--- src/rtl/tile_ram_arbiter.sv ---
// tile_ram_arbiter: 8-phase tilemap SRAM arbiter with two video tile fetches and masked CPU slots.
// Define TILE_ARB_BLANK_CPU_EN to open every phase to the CPU and suppress video fetches during VBLANK.
module tile_ram_arbiter #(
  parameter logic [7:0] CPU_SLOT_MASK = 8'hF0
) (
  input  logic        CLK_6M,
  input  logic        RST_N,
  input  logic        HSYNC,
  input  logic        VBLANK,
  input  logic [10:0] TIDX_A,
  input  logic [10:0] TIDX_B,
  input  logic        CPU_REQ,
  input  logic        CPU_WE,
  input  logic [12:0] CPU_ADDR,
  input  logic [7:0]  CPU_WDATA,
  output logic        CPU_ACK,
  output logic [7:0]  CPU_RDATA,
  output logic [12:0] RAM_ADDR,
  output logic [7:0]  RAM_WDATA,
  input  logic [7:0]  RAM_RDATA,
  output logic        RAM_WE_N,
  output logic        RAM_OE_N,
  output logic [15:0] TILE_A,
  output logic [15:0] TILE_B,
  output logic        TILE_A_STB,
  output logic        TILE_B_STB,
  output logic [2:0]  PHASE
);
`ifdef TILE_ARB_BLANK_CPU_EN
  localparam logic BLANK_EN = 1'b1;
`else
  localparam logic BLANK_EN = 1'b0;
`endif
  localparam logic [7:0] MASK = {CPU_SLOT_MASK[7:4], 4'h0};
  logic [2:0] phase_q, phase_d;
  logic hs_q, hs_d, grant_q, grant_d, ack_q, ack_d, vid_q, vid_d, b0_ok_q, b0_ok_d;
  logic stb_a_q, stb_a_d, stb_b_q, stb_b_d, we_n_q, we_n_d, oe_n_q, oe_n_d;
  logic [7:0] byte0_q, byte0_d, rdata_q, rdata_d, wdata_q, wdata_d;
  logic [15:0] tile_a_q, tile_a_d, tile_b_q, tile_b_d;
  logic [12:0] addr_q, addr_d;
  logic hs_edge, blank;
  assign blank = VBLANK & BLANK_EN;
  // RAM controls are registered for the phase being entered; read data is taken as that phase ends
  always_comb begin
    hs_edge = HSYNC & ~hs_q;
    hs_d = HSYNC;
    phase_d = hs_edge ? 3'd0 : phase_q + 3'd1;
    grant_d = (blank | MASK[phase_d]) & CPU_REQ & ~grant_q;
    vid_d = ~blank & ~phase_d[2];
    ack_d = grant_q;
    addr_d = grant_d ? CPU_ADDR : vid_d ? {phase_d[1], phase_d[1] ? TIDX_B : TIDX_A, phase_d[0]} : addr_q;
    we_n_d = ~(grant_d & CPU_WE);
    oe_n_d = ~(vid_d | (grant_d & ~CPU_WE));
    wdata_d = (grant_d & CPU_WE) ? CPU_WDATA : wdata_q;
    byte0_d = (vid_q & ~phase_q[0]) ? RAM_RDATA : byte0_q;
    b0_ok_d = vid_q & ~phase_q[0] & ~hs_edge;
    stb_a_d = vid_q & b0_ok_q & ~blank & (phase_q == 3'd1);
    stb_b_d = vid_q & b0_ok_q & ~blank & (phase_q == 3'd3);
    tile_a_d = stb_a_d ? {RAM_RDATA, byte0_q} : tile_a_q;
    tile_b_d = stb_b_d ? {RAM_RDATA, byte0_q} : tile_b_q;
    rdata_d = (grant_q & we_n_q) ? RAM_RDATA : rdata_q;
  end
  always_ff @(posedge CLK_6M or negedge RST_N)
    if (!RST_N) begin
      phase_q <= 3'd0;
      hs_q <= 1'b0;
      grant_q <= 1'b0;
      ack_q <= 1'b0;
      vid_q <= 1'b0;
      b0_ok_q <= 1'b0;
      stb_a_q <= 1'b0;
      stb_b_q <= 1'b0;
      we_n_q <= 1'b1;
      oe_n_q <= 1'b1;
      byte0_q <= 8'h00;
      rdata_q <= 8'h00;
      wdata_q <= 8'h00;
      tile_a_q <= 16'h0000;
      tile_b_q <= 16'h0000;
      addr_q <= 13'h0000;
    end else begin
      phase_q <= phase_d;
      hs_q <= hs_d;
      grant_q <= grant_d;
      ack_q <= ack_d;
      vid_q <= vid_d;
      b0_ok_q <= b0_ok_d;
      stb_a_q <= stb_a_d;
      stb_b_q <= stb_b_d;
      we_n_q <= we_n_d;
      oe_n_q <= oe_n_d;
      byte0_q <= byte0_d;
      rdata_q <= rdata_d;
      wdata_q <= wdata_d;
      tile_a_q <= tile_a_d;
      tile_b_q <= tile_b_d;
      addr_q <= addr_d;
    end
  assign CPU_ACK = ack_q;
  assign CPU_RDATA = rdata_q;
  assign RAM_ADDR = addr_q;
  assign RAM_WDATA = wdata_q;
  assign RAM_WE_N = we_n_q;
  assign RAM_OE_N = oe_n_q;
  assign TILE_A = tile_a_q;
  assign TILE_B = tile_b_q;
  assign TILE_A_STB = stb_a_q;
  assign TILE_B_STB = stb_b_q;
  assign PHASE = phase_q;
endmodule
--- config.mk ---
export PLATFORM = sky130hd
export DESIGN_NAME = tile_ram_arbiter
export DESIGN_NICKNAME = d
export VERILOG_FILES = /design/src/rtl/tile_ram_arbiter.sv
export SDC_FILE = /design/constraint.sdc
export NUM_CORES = 1
export LEC_CHECK = 0
export CAP_MARGIN = 25
export CORE_UTILIZATION = 41
export CTS_BUF_LIST = sky130_fd_sc_hd__clkbuf_4 sky130_fd_sc_hd__clkbuf_8
export CTS_CLUSTER_DIAMETER = 60
export DETAILED_ROUTE_END_ITERATION = 7
export PLACE_DENSITY = 0.78
export SYNTH_ARGS = -nofsm -noshare
export SYNTH_HDL_FRONTEND = slang
export SYNTH_SLANG_ARGS = --single-unit
--- constraint.sdc ---
create_clock -name CLK_6M -period 1.99 [get_ports CLK_6M]
set_clock_uncertainty 0.05 [all_clocks]
set_input_delay 0.2985 -clock CLK_6M [delete_from_list [all_inputs] [get_ports CLK_6M]]
set_output_delay 0.2985 -clock CLK_6M [all_outputs]
set_load 0.03 [all_outputs]
Yosys cells after proc, flatten, opt, wreduce, memory -nomap -nowiden
Memory sizes are Yosys's and may differ from the RTL's.
Index checks and enable logic that the tools add are counted.

storage, ports and cells
  output and inout port bits = 69
  bits of input ports = 57
  memories kept = 1
  bits in writable memories = 0
  bits in latches = 0
  memory bits (read-only) = 8
  logic and storage cells = 47
  flip-flop bits (word level) = 81

memories
  name             words  width  read ports  clocked after Yosys merged registers in  wr ports  line  RTL
  (no name shown)  8      1      1           0                                        0         48    grant_d = (blank | MASK[phase_d]) & CPU_REQ & ~grant_q;

cells by class
  bitwise logic cells = 20
  reductions and logical operators = 0
  divide/modulo/power cells = 0
  shift-type cells = 0
  $add $sub $neg = 1
  $mul = 0
  multiplexer cells = 5
  order comparisons = 1
  equality and inequality tests = 3

operators with widths
  kind                   count
  $mux W13               2
  $and A1 B1 Y1          11
  $mux W11               1
  $not A1 Y1             8
  $lt A3 B4 Y1 const B   1
  $add A3 B1 Y3 const B  1
  $eq A3 B1 Y1 const B   1
  $eq A3 B2 Y1 const B   1
  $mux W3                1
  $ne A2 B1 Y1 const B   1
  $mux W1                1
  $or A1 B1 Y1           1

Longest topological paths before layout
  depth in word-level cells = 10
  depth in mapped cells = 7
  mapped depth without buffers = 5

Worst setup path before layout
No wires, ideal clock.

  kind = flip-flop to flip-flop
  start point = register phase_q[0] (netlist: PHASE[0])
  end point = register wdata_q[0] (netlist: RAM_WDATA[0])
  data required time = 1815 ps
  path buffers = 0
  arrival = 1959 ps
  library setup time = 125 ps
  cell stages (with the launch flop) = 5
  period minus slack after synthesis = 2134 ps
  path slack = -144 ps
  cell sequence = dfrtp_1 -> ha_1 -> ha_1 -> nor4b_4 -> mux2_2

between the ends
  cells in the longest elaborated chain, start to end = 7

RTL lines
  element                        line  RTL
  start, declared                35    logic [2:0] phase_q, phase_d;
  start signal, assigned         82    phase_q <= phase_d;
  $add A3 B1 Y3                  47    phase_d = hs_edge ? 3'd0 : phase_q + 3'd1;
  $mux W3                        47
  $mem_v2 Z8 W1                  -
  $mux W1 (implied by the code)  48
  $and A1 B1 Y1 (2 in a row)     48
  $and A1 B1 Y1                  54    wdata_d = (grant_d & CPU_WE) ? CPU_WDATA : wdata_q;
  end signal, assigned           94    wdata_q <= wdata_d;
  end, declared                  38    logic [7:0] byte0_q, byte0_d, rdata_q, rdata_d, wdata_q, wdata_d;

Every way passes these cells. The select of a mux whose other input is x is not followed.
A chain may end at the register's enable or synchronous reset.

Worst setup path in the final report
  start point = register we_n_q (netlist: RAM_WE_N)
  end point = output RAM_WE_N

RTL lines
  element                 line  RTL
  start, declared         37    logic stb_a_q, stb_a_d, stb_b_q, stb_b_d, we_n_q, we_n_d, oe_n_q, oe_n_d;
  start signal, assigned  90    we_n_q <= we_n_d;
  end, declared           21    output logic RAM_WE_N,

No word-level cell between the ends.

==> flow_summary.json <==
{
  "path_clk_slew_ns": 0.08,
  "max_freq_mhz": 527,
  "drive_gt1_frac": 0.261,
  "wire_per_inst_um": 16.1,
  "r2r-start": "PHASE[0]",
  "die_h_um": 92.0,
  "holdWs_ns": 0.411,
  "wl_met1_um": 3300,
  "leakagePower_uw": 0.00212,
  "rsz0062_at_grt": "no",
  "cp-start-kind": "flip-flop",
  "die_x_um": 92.0,
  "drtIter0Drc": 34,
  "n_antenna_cell": 0,
  "synth_top_area_frac": 0.595,
  "row_count": 32,
  "slowest_stage": "clkdlybuf4s50_1",
  "antenna_found_initial": 0,
  "drv_cap": 0,
  "place_area_um2": 4810,
  "r2r_setup_slack_ns": 0.12,
  "gp_congestion": 0.787,
  "hold_depth": 1,
  "dieArea_um2": 8470,
  "clockBufferDepth": 2,
  "drv_slew": 0,
  "syn_area_per_cell_um2": 14.0,
  "setup_viol_count_final": 0,
  "yosysTopAreaCell": "dfrtp_1",
  "cp_cell_sequence": "clkdlybuf4s50_1",
  "crit_buf_inv": 1,
  "final_cell_area_um2": 5040,
  "highest_layer": "met4",
  "post_cts_resized": 0,
  "critical-path-top-delay-family": "buffers and inverters",
  "clock_latency_ns": 0.34,
  "coreArea_um2": 7770,
  "r2r_end": "RAM_WDATA[6]",
  "ys_seq_area_frac": 0.610,
  "clock-sinks": 81,
  "cts_buffers": 9,
  "drt_wl_total_um": 7670,
  "route.met2.wl_um": 3620,
  "grt_max_degree": 46,
  "cp_max_fo": 2,
  "hold_viol_final": 0,
  "synth_nets": 297,
  "yosys_warnings": 0,
  "worstHoldPathType": "input port to flip-flop",
  "cts_setup_buffers": 0,
  "synthCells": 237,
  "grt_overflow": 0,
  "crit_path_max_incr_delay_ns": 0.67,
  "crit_type": "flip-flop to primary output",
  "ios": 126,
  "htreeDepth": 3,
  "tightest_slew_ns": 0.582,
  "grt_usage": 0.197,
  "min_period_ns": 1.90,
  "syn_to_final_growth_pct": 51.6,
  "worst_slack_ns": 0.0917,
  "run_status": "finished clean",
  "syn_area_um2": 3320,
  "synthTopCellsByArea": "dfrtp_1 (59%), mux2_2 (20%), a2111oi_0 (2.9%)",
  "cts-root-buf": "clkbuf_8",
  "port_buffers": 124,
  "end_kind": "primary output",
  "ir_worst_vdd_mv": 0.805,
  "layout_worst_path_cycle_share": 0.954,
  "dp_slack_ns": 0.0236,
  "final_nets": 430,
  "grt_pass1_vias": 2450,
  "critPathArrivalTime_ns": 1.55,
  "remaining_drc_errors": 0,
  "cts_tree": "done",
  "met3_length_um": 666,
  "first_pass_iters": 4,
  "slew_headroom": 0.612,
  "vias_per_cell": 5.09,
  "min_from": "HSYNC",
  "synth_cell_types": 25,
  "cp.required_ns": 1.64,
  "total_power_uw": 8580,
  "ys_ff_latch": 81,
  "ant_nets": 0,
  "power_density_nw_per_um2": 1700,
  "rr_worst_depth": 5,
  "vias": 2429,
  "dp_hpwl_um": 5580,
  "start_util": 0.428,
  "grt_pass1_wl_um": 12600,
  "min_to": "hs_q"
}
[power by group]
part | internal [uW] | switching, uW | leakage [uW]
clock | 736 | 575 | 0.000115
sequential | 2420 | 415 | 0.000958
combinational | 2080 | 2350 | 0.00104
total | 5230 | 3340 | 0.00212
[cell usage after synthesis, drive strengths merged]
cell     number
nand4         1
a21oi        12
a211oi       11
nand3         1
and3b        11
ha            3
nand2         2
dfrtp        79
buf           4
clkbuf       12
nor2          3
inv           6
o21a          2
nor3         12
nor4b         1
a2111oi      11
o211a         1
nor2b         2
and2          1
nand2b        2
mux2         58
dfstp         2
[metrics by stage]
step,cells,utilization,TNS (ns)
2_1_floorplan,237,-,-0.302
3_3_place_gp,460,0.620,0
3_5_place_dp,460,0.620,0
4_1_cts,477,0.649,0
5_1_grt,477,0.649,0
6_report,477,0.649,0
[cells in the final DEF (no fill, tap or decap), types with 3 or more instances in the layout]
| master | n |
|---|---|
| inv_1 | 6 |
| dfrtp_1 | 77 |
| mux2_4 | 8 |
| nor3_1 | 12 |
| a211oi_1 | 11 |
| nor2_1 | 3 |
| clkbuf_8 | 9 |
| mux2_2 | 50 |
| a2111oi_0 | 11 |
| buf_4 | 11 |
| and3b_1 | 9 |
| buf_12 | 3 |
| a21oi_1 | 12 |
| clkdlybuf4s50_1 | 123 |
[worst max-delay path by stage]
| stage | start | to | slack, ns | depth (start not counted) |
|---|---|---|---|---|
| floorplan | PHASE[0] | RAM_WDATA[0] | -0.04 | 4 |
| global placement | HSYNC | RAM_WDATA[1] | 0.07 | 5 |
| detailed placement | HSYNC | RAM_WDATA[1] | 0.02 | 5 |
| CTS | RAM_WE_N | RAM_WE_N | 0.07 | 1 |
| global route | RAM_WE_N | RAM_WE_N | 0.05 | 1 |
| finish | RAM_WE_N | RAM_WE_N | 0.09 | 1 |
[registers in the layout (all words and copies together) (netlist names), 3 cells and up]
register and cells:
TILE_A 16, CPU_RDATA 8, byte0_q 8, RAM_WDATA 8, RAM_ADDR 13, PHASE 3, TILE_B 16
[layout make-up]
| class | count | area (um2) |
|---|---|---|
| clock buffers | 11 | 139 |
| clock inverters | 5 | 78.8 |
| fillers | 617 | 2730 |
| inverters | 6 | 22.5 |
| multi-input cells | 134 | 1260 |
| flip-flops and latches | 81 | 2030 |
| well taps | 102 | 128 |
| repair buffers | 138 | 1380 |
[layer usage]
layer | track usage | up-vias
met5 | 0 | -
met4 | 0.0664 | 0
met3 | 0.0655 | 7
met2 | 0.315 | 110
met1 | 0.252 | 1173
li1 | - | 1139
[repair_timing]
item                                    CTS  global route
hold buffers                              1             0
endpoints found under the hold margin    40             0
endpoints found under the setup margin    0             0
[cells by family (layout without fill, tap and decap cells)]
group / Yosys count / after routing / share of synthesized area
adders and majority gates: 3 / 3 / 0.0113
DFF: 81 / 81 / 0.610
AOI/OAI and AO/OA: 37 / 37 / 0.0794
and+or+nand+nor: 36 / 36 / 0.0734
muxes: 58 / 58 / 0.196
buffers and inverters: 22 / 160 / 0.0290
Note: power is estimated with default switching activity, not from simulation.
